## src/rtl/sop_pkg.sv

```systemverilog
// Shared types and constants for the f_sop vector sweeper.
// Golden table bit i is f = x&~y | y&z for {x,y,z} = i.
package sop_pkg;

    localparam int         VEC_W      = 3;
    localparam logic [7:0] SOP_GOLDEN = 8'hB8;

    typedef enum logic [1:0] {
        IDLE   = 2'd0,
        DRIVE  = 2'd1,
        FINISH = 2'd2
    } state_e;

    // Saturating increment for the 4-bit error counter; it must never wrap.
    function automatic logic [3:0] sat_inc4(input logic [3:0] v);
        return (v == 4'd15) ? v : (v + 4'd1);
    endfunction

endpackage

```

## src/rtl/sop_hold_timer.sv

```systemverilog
// Per-vector hold counter: counts 0..HOLD_CYCLES-1 while running and
// flags the sample edge on its final count.
module sop_hold_timer #(
    parameter int HOLD_CYCLES = 1
) (
    input  logic clk,
    input  logic rst,
    input  logic load_i,
    input  logic run_i,
    output logic expire_o
);

    localparam int                HOLD_W    = $clog2(HOLD_CYCLES + 1);
    localparam logic [HOLD_W-1:0] HOLD_LAST = HOLD_W'(HOLD_CYCLES - 1);

    logic [HOLD_W-1:0] hold_q;
    logic [HOLD_W-1:0] hold_d;

    // Next hold count: cleared on load, wraps to zero after the sample edge.
    always_comb begin
        hold_d = hold_q;
        if (load_i) begin
            hold_d = '0;
        end else if (run_i) begin
            if (hold_q == HOLD_LAST) begin
                hold_d = '0;
            end else begin
                hold_d = hold_q + HOLD_W'(1);
            end
        end else begin
            hold_d = hold_q;
        end
    end

    // Hold count register.
    always_ff @(posedge clk or posedge rst) begin
        if (rst) begin
            hold_q <= '0;
        end else begin
            hold_q <= hold_d;
        end
    end

    assign expire_o = run_i && (hold_q == HOLD_LAST);

endmodule

```

## src/rtl/sop_vector_sweeper.sv

```systemverilog
// Drives all eight {x,y,z} vectors into f_sop, checks its output against the
// golden table and reports an error count plus a per-vector mismatch mask.
module sop_vector_sweeper
    import sop_pkg::*;
#(
    parameter int         HOLD_CYCLES = 1,
    parameter int         NUM_PASSES  = 1,
    parameter logic [7:0] EXPECTED    = SOP_GOLDEN
) (
    input  logic             clk,
    input  logic             rst,
    input  logic             start,
    output logic             x,
    output logic             y,
    output logic             z,
    input  logic             f_in,
    output logic [VEC_W-1:0] vec_idx,
    output logic             busy,
    output logic             done,
    output logic [3:0]       err_count,
    output logic [7:0]       mismatch_vec
);

    localparam int                PASS_W    = $clog2(NUM_PASSES + 1);
    localparam logic [PASS_W-1:0] PASS_LAST = PASS_W'(NUM_PASSES - 1);
    localparam logic [VEC_W-1:0]  VEC_LAST  = 3'd7;

    state_e             state_q;
    logic [VEC_W-1:0]   vec_q;
    logic [VEC_W-1:0]   xyz_q;
    logic [PASS_W-1:0]  pass_q;
    logic [3:0]         err_q;
    logic [7:0]         mm_q;
    logic               busy_q;
    logic               done_q;
    logic               expire_s;
    logic               bad_s;

    sop_hold_timer #(
        .HOLD_CYCLES(HOLD_CYCLES)
    ) u_hold_timer (
        .clk     (clk),
        .rst     (rst),
        .load_i  (state_q != DRIVE),
        .run_i   (state_q == DRIVE),
        .expire_o(expire_s)
    );

    assign bad_s = (f_in != EXPECTED[vec_q]);

    // Sweep FSM with vector/pass counters and the result checker.
    always_ff @(posedge clk or posedge rst) begin
        if (rst) begin
            state_q <= IDLE;
            vec_q   <= '0;
            xyz_q   <= '0;
            pass_q  <= '0;
            err_q   <= 4'd0;
            mm_q    <= 8'd0;
            busy_q  <= 1'b0;
            done_q  <= 1'b0;
        end else begin
            done_q <= 1'b0;
            case (state_q)
                IDLE: begin
                    // Results of the previous run stay visible until a new start.
                    if (start) begin
                        state_q <= DRIVE;
                        vec_q   <= '0;
                        xyz_q   <= '0;
                        pass_q  <= '0;
                        err_q   <= 4'd0;
                        mm_q    <= 8'd0;
                        busy_q  <= 1'b1;
                    end
                end
                DRIVE: begin
                    if (expire_s) begin
                        if (bad_s) begin
                            err_q       <= sat_inc4(err_q);
                            mm_q[vec_q] <= 1'b1;
                        end
                        if (vec_q != VEC_LAST) begin
                            vec_q <= vec_q + 3'd1;
                            xyz_q <= vec_q + 3'd1;
                        end else if (pass_q != PASS_LAST) begin
                            vec_q  <= '0;
                            xyz_q  <= '0;
                            pass_q <= pass_q + PASS_W'(1);
                        end else begin
                            state_q <= FINISH;
                            busy_q  <= 1'b0;
                            xyz_q   <= '0;
                        end
                    end
                end
                FINISH: begin
                    state_q <= IDLE;
                    done_q  <= 1'b1;
                end
                default: begin
                    state_q <= IDLE;
                    busy_q  <= 1'b0;
                    xyz_q   <= '0;
                end
            endcase
        end
    end

    assign x            = xyz_q[2];
    assign y            = xyz_q[1];
    assign z            = xyz_q[0];
    assign vec_idx      = vec_q;
    assign busy         = busy_q;
    assign done         = done_q;
    assign err_count    = err_q;
    assign mismatch_vec = mm_q;

endmodule
```

## config.mk

```make
export PLATFORM = sky130hd
export DESIGN_NAME = sop_vector_sweeper
export DESIGN_NICKNAME = d
export VERILOG_FILES = /design/src/rtl/sop_pkg.sv /design/src/rtl/sop_hold_timer.sv /design/src/rtl/sop_vector_sweeper.sv
export SDC_FILE = /design/constraint.sdc
export NUM_CORES = 1
export LEC_CHECK = 0
export CELL_PAD_IN_SITES_DETAIL_PLACEMENT = 1
export CELL_PAD_IN_SITES_GLOBAL_PLACEMENT = 1
export CORE_AREA = 2 2 80 44
export CTS_BUF_LIST = sky130_fd_sc_hd__clkbuf_16
export CTS_CLUSTER_SIZE = 12
export DETAILED_ROUTE_END_ITERATION = 6
export DIE_AREA = 0 0 82 46
export PLACE_DENSITY_LB_ADDON = 0.3
export SYNTH_ARGS = -nofsm -noshare
export SYNTH_HDL_FRONTEND = slang
export SYNTH_SLANG_ARGS = --single-unit
export TNS_END_PERCENT = 30
```

## constraint.sdc

```tcl
create_clock -name clk -period 2.9 [get_ports clk]
set_input_delay 0.58 -clock clk [delete_from_list [all_inputs] [get_ports clk]]
set_output_delay 0.58 -clock clk [all_outputs]
set_load 0.01 [all_outputs]
```

==> flow_summary_export.csv <==
group,metric,value,unit
floorplanning,die_w,82,um
yosys,synth_area,1030,um^2
floorplanning,io_pins,24,
worst_setup_path,cp.required,3.04,ns
grt,grt_usage,15.4,%
power_and_ir_drop,p_seq_share,33.1,%
grt,grt_pass1_vias,781,
worst_setup_path,cp_slowest_cell,"clkdlybuf4s50_1",
drt,post-route-drc-count,0,
cts,cts_tree,"yes",
sta,fmax,485,MHz
run,cap_violations,0,
power_and_ir_drop,switching_share,35.0,%
sta,rsz0062_at_grt,"no",
cts,cts_htree_levels,1,
drt,drtAntennaViolNets,0,
worst_setup_path,arrival,2.20,ns
sta,finalSetupTns,0,ns
worst_setup_path,crit_end,"err_count[0]",
drt,routed_wl,2400,um
drt,vias_per_cell,4.99,
place,port_buffers,23,
yosys,synthCells,97,
power_and_ir_drop,p_leak,0.000643,uW
worst_setup_path,regToRegSetupSlack,1.07,ns
cts,cts-root-buf,"clkbuf_16",
place,gp_congestion,0.774,
sta,holdWs,0.478,ns
cells_and_area,seq_area,551,um^2
worst_setup_path,max_stage_delay,0.58,ns
cts,clkLatencyLatePin,0.26,ns
grt,grt_max_degree,23,
drt,vias,814,
sta,max_slew_margin,45.7,%
cts,cts_hold_buf,0,
worst_setup_path,reg2reg_to,"err_count[0]",
grt,antenna_found_initial,0,
drt,drtPass1Iterations,6,
power_and_ir_drop,combPwrFrac,45.2,%
worst_setup_path,worst-path-max-fanout,10,
sta,fin_crit,2.06,ns
floorplanning,die_area,3770,um^2
yosys,yosys_warnings,0,
drt,routedWlPerCell,14.7,um
floorplanning,die_y,46,um
place,hpwlAfterDp,1730,um
sta,max_slew.worst_pin.slew,0.814,ns
floorplanning,core_area,3150,um^2
worst_setup_path,reg2reg_from,"vec_idx[1]",
sta,final-hold-violation-count,0,
cts,postCtsSetupRepairBufs,0,
worst_setup_path,startpoint,"f_in",
cells_and_area,nFillCells,347,
yosys,seq_area_frac_synth,53.5,%
worst_setup_path,crit_chain,"clkdlybuf4s50_1 -> and3b_1 -> mux2i_2 -> nand3_2 -> mux2_4",
cts,cts.path.max_buffers,2,
power_and_ir_drop,clkPwrFrac,21.7,%
floorplanning,num_rows,15,
yosys,syn_nets,104,
drt,drt_iter0_markers,77,
cells_and_area,multi_input_area,424,um^2
worst_setup_path,path_class,"in -> reg",
power_and_ir_drop,ir_drop,0.000449,V
sta,slew_viol_final,0,
grt,grt_overflow_total,0,
sta,setup_violations,0,
cells_and_area,area.growth.synth_to_final,36.0,%
yosys,yosysUniqueCellTypes,32,
status,status,"complete, no violations",
cts,cts_buffers,3,
sta,post-route-period-util,71.0,%
cells_and_area,n_antenna_cell,0,
power_and_ir_drop,p_int,1150,uW
yosys,ys_seq_elements,22,
power_and_ir_drop,p_per_area,1260,nW/um^2
hold_path,hold_class,"reg -> reg",
cts,post_cts_resized,0,
cts,clock-sinks,22,
grt,grt_pass1_wl,4020,um
yosys,avgSynthCellArea,10.6,um^2
worst_setup_path,end_kind,"register",
cells_and_area,final_util,44.4,%
cells_and_area,fin_nets,129,
power_and_ir_drop,p_sw,620,uW
floorplanning,initial_utilization,32.7,%
worst_setup_path,startpoint_type,"primary input",
worst_setup_path,r2r_cells,4,
sta,finalClockSkew,0.00246,ns
cts,clk_pin_slew,0.06,ns
cells_and_area,layout-drive-gt1-share,6.61,%
## Yosys cell counts, drive strengths merged
cell type / count / area, um^2
dfrtp: 22 / 551
nor3b: 1 / 7.51
nand3: 4 / 25.0
a32o: 1 / 10.0
and2: 1 / 6.26
and3: 1 / 6.26
a31oi: 2 / 12.5
nand3b: 1 / 7.51
a21oi: 1 / 5.00
inv: 8 / 30.0
a41oi: 5 / 43.8
o21a: 3 / 22.5
a22o: 4 / 35.0
nand4: 1 / 6.26
nand2: 6 / 22.5
nand4b: 1 / 8.76
buf: 3 / 21.3
clkbuf: 1 / 3.75
o21ai: 2 / 10.0
ha: 3 / 37.5
nor2b: 1 / 6.26
mux2i: 3 / 33.8
a21o: 2 / 15.0
nor3: 1 / 5.00
nor4: 3 / 18.8
and3b: 1 / 8.76
nor2: 13 / 48.8
nand2b: 1 / 6.26
mux2: 1 / 15.0
## power groups by stage
stage	clock network [uW]	registers, uW	logic, uW
6_report	383	586	800
3_5_place_dp	0	590	809
5_1_grt	412	612	890
4_1_cts	391	588	813
2_1_floorplan	0	609	440
3_3_place_gp	0	584	793
## critical path: cells and delay by family
family                 cells  cell delay [ns]
AND/OR/NAND/NOR            2             0.44
buffers and inverters      1             0.58
multiplexers               2             0.61
## cell families after synthesis
family	Yosys count	synth area share, %
compound gates	20	14.9
fa+ha+maj	3	3.65
simple gates	36	17.9
mux	4	4.74
flops	22	53.5
buf+inv	12	5.35
## cell type report
class,instances,area share (%)
Sequential cell,22,39.3
Multi-Input combinational cell,63,30.3
Timing Repair Buffer,24,17.0
Clock buffer,3,5.36
Tap cell,42,3.75
Clock inverter,1,2.14
Inverter,8,2.14
## state kept, by name (all words and copies together), names as in the netlist
signal	count
mismatch_vec	8
err_count	4
vec_idx	3
xyz_q	3
state_q	2
busy	1
done	1
## layout by cell type, fill, tap and decap left out, drive strengths merged, types with 3 or more instances in the layout
master / count
o21a: 3
nor4: 3
nor2: 13
clkbuf: 3
inv: 8
dfrtp: 22
clkdlybuf4s50: 23
nand3: 4
mux2i: 3
ha: 3
nand2: 6
a22o: 4
a41oi: 5
## metrics by stage
stage,worst slack [ns],instance area (um^2),power (uW),instances
3_5_place_dp,0.602,1290,1400,159
4_1_cts,0.835,1400,1790,163
2_1_floorplan,1.19,1030,1050,97
3_3_place_gp,0.644,1290,1380,159
6_report,0.840,1400,1770,163
5_1_grt,0.762,1400,1910,163
## how the worst min path moves through the flow
stage	from	endpoint	depth (start not counted)
5_1_grt	mismatch_vec[5]	mismatch_vec[5]	1
6_report	busy	busy	2
3_5_place_dp	busy	busy	2
3_3_place_gp	busy	busy	2
4_1_cts	busy	busy	2
2_1_floorplan	state_q[0]	done	1
## per-layer routing
| layer | track usage (%) | routed length [um] | vias up | share of wire [%] |
|---|---|---|---|---|
| met3 | 5.56 | 109 | 4 | 4.6 |
| met2 | 19.8 | 941 | 16 | 39 |
| met1 | 22.5 | 1310 | 397 | 55 |
| met4 | 7.00 | 37 | 0 | 1.5 |
| met5 | 0 | 0 | - | 0 |
| li1 | - | - | 397 | - |
Note: power is estimated with default switching activity, not from simulation.
==> RTL change, RTL diff (same settings) <==
The package constant `VEC_W` goes from 3 to 6.
--- a/src/rtl/sop_pkg.sv
+++ b/src/rtl/sop_pkg.sv
@@ -3,5 +3,5 @@
 package sop_pkg;
 
-    localparam int         VEC_W      = 3;
+    localparam int         VEC_W      = 6;
     localparam logic [7:0] SOP_GOLDEN = 8'hB8;
 
Ports: changed (resized vec_idx); port bits go from 24 to 27. No check against the original RTL was run, so the function may have changed too.
==> RTL change against the unedited design <==
Non-clock buffer count rose by 3; power grew 12%; synthesized area increased by 16%; final area grew 13%; largest cell class unchanged; synthesized cell count is 28% higher; worst setup slack worse by 63 ps; critical path type is now flop to output pin; routed wire length increased by 47%; sequential cell count grew 3; critical endpoint is now vec_idx[1].
==> RTL change: results (changes against the unedited design) <==
| Metric | Value |
|---|---|
| Pre-CTS setup slack | 632 ps (+30.8 ps) |
| End of the worst hold path | xyz_q[0] |
| Headroom to the max-slew limit | 0.393 (-0.0640) |
| End point of the critical path | vec_idx[1] |
| Comb group | 0.956 mW (+19%) |
| NonClk Buf Share | 0.169 (-0.000357) |
| Status | complete, no violations |
| Final Hold Slack | 491 ps (+12.5 ps) |
| Pre-Repair DR Iteration Count | 4 (-2) |
| Register area share after synthesis | 0.522 (-0.0127) |
| Nets@finish | 159 (+23%) |
| Post-DP HPWL | 2.43 mm (+40%) |
| First-pass GRT wire length | 5.88 mm (+46%) |
| GP Congestion | 0.765 (-1.1%) |
| Vias in the first global route | 1160 (+49%) |
| GR Util All Layers | 0.223 (+0.0689) |
| CP Class | flop to output pin |
| Post-Syn Nets | 130 (+25%) |
| Fillers | 377 (+8.6%) |
| Buffers excl. clock | 27 (+13%) |
| FF+latch count, synth | 25 (+14%) |
| Area contributors post-synth | dfrtp_1 52%, nand2_1 4.1%, nor2_1 4.1% |
| Via count | 1103 (+36%) |
| Wire per inst | 18.2 µm (+24%) |
| Slowest CP cell | dfrtp_1 |
| Compound-Gate Fraction of Synth Area | 0.167 (+0.0176) |
| Largest net degree at the start of global routing | 26 (+13%) |
| CP top delay family | flip-flops |
| Share of cells above drive strength 1 | 0.0395 (-0.0266) |
| Synth cell count leaders | 25 x dfrtp_1, 13 x nand2_1, 13 x nor2_1, 9 x a21oi_1, 9 x o21ai_0 |
| ClkCell Share | 0.0499 (-0.0252) |
| RR Endpoint | mismatch_vec[6] |
-- RTL change: cell count changes after synthesis, moves of 3 or more --
cell	unedited run	this run
a31oi_1	2	6
dfrtp_1	22	25
o21ai_0	2	9
a21oi_1	1	9
a22o_1	4	1
nand2_1	6	13
a41oi_1	5	1
-- RTL change: cells by family (layout without fill, tap and decap cells) --
family / count (synthesis) / in the layout
AOI/OAI and AO/OA: 33 / 33
xor gates and xnor gates: 2 / 2
adders and majority gates: 2 / 2
buffers and inverters: 10 / 38
DFF: 25 / 25
muxes: 3 / 3
and+or+nand+nor: 49 / 49
-- RTL change: stage by stage --
step / power, mW / area (µm²) / instances
floorplan: 1.21 / 1200 / 124
detailed placement: 1.66 / 1500 / 190
global placement: 1.61 / 1500 / 190
finish: 1.98 / 1580 / 194
CTS: 2.00 / 1580 / 194
global route: 2.14 / 1580 / 194
-- RTL change: metal layers --
layer  part of all wire  GRT usage
met1               0.48      0.301
met2               0.44      0.340
met3              0.067     0.0675
met4              0.016     0.0867
met5                  0          0
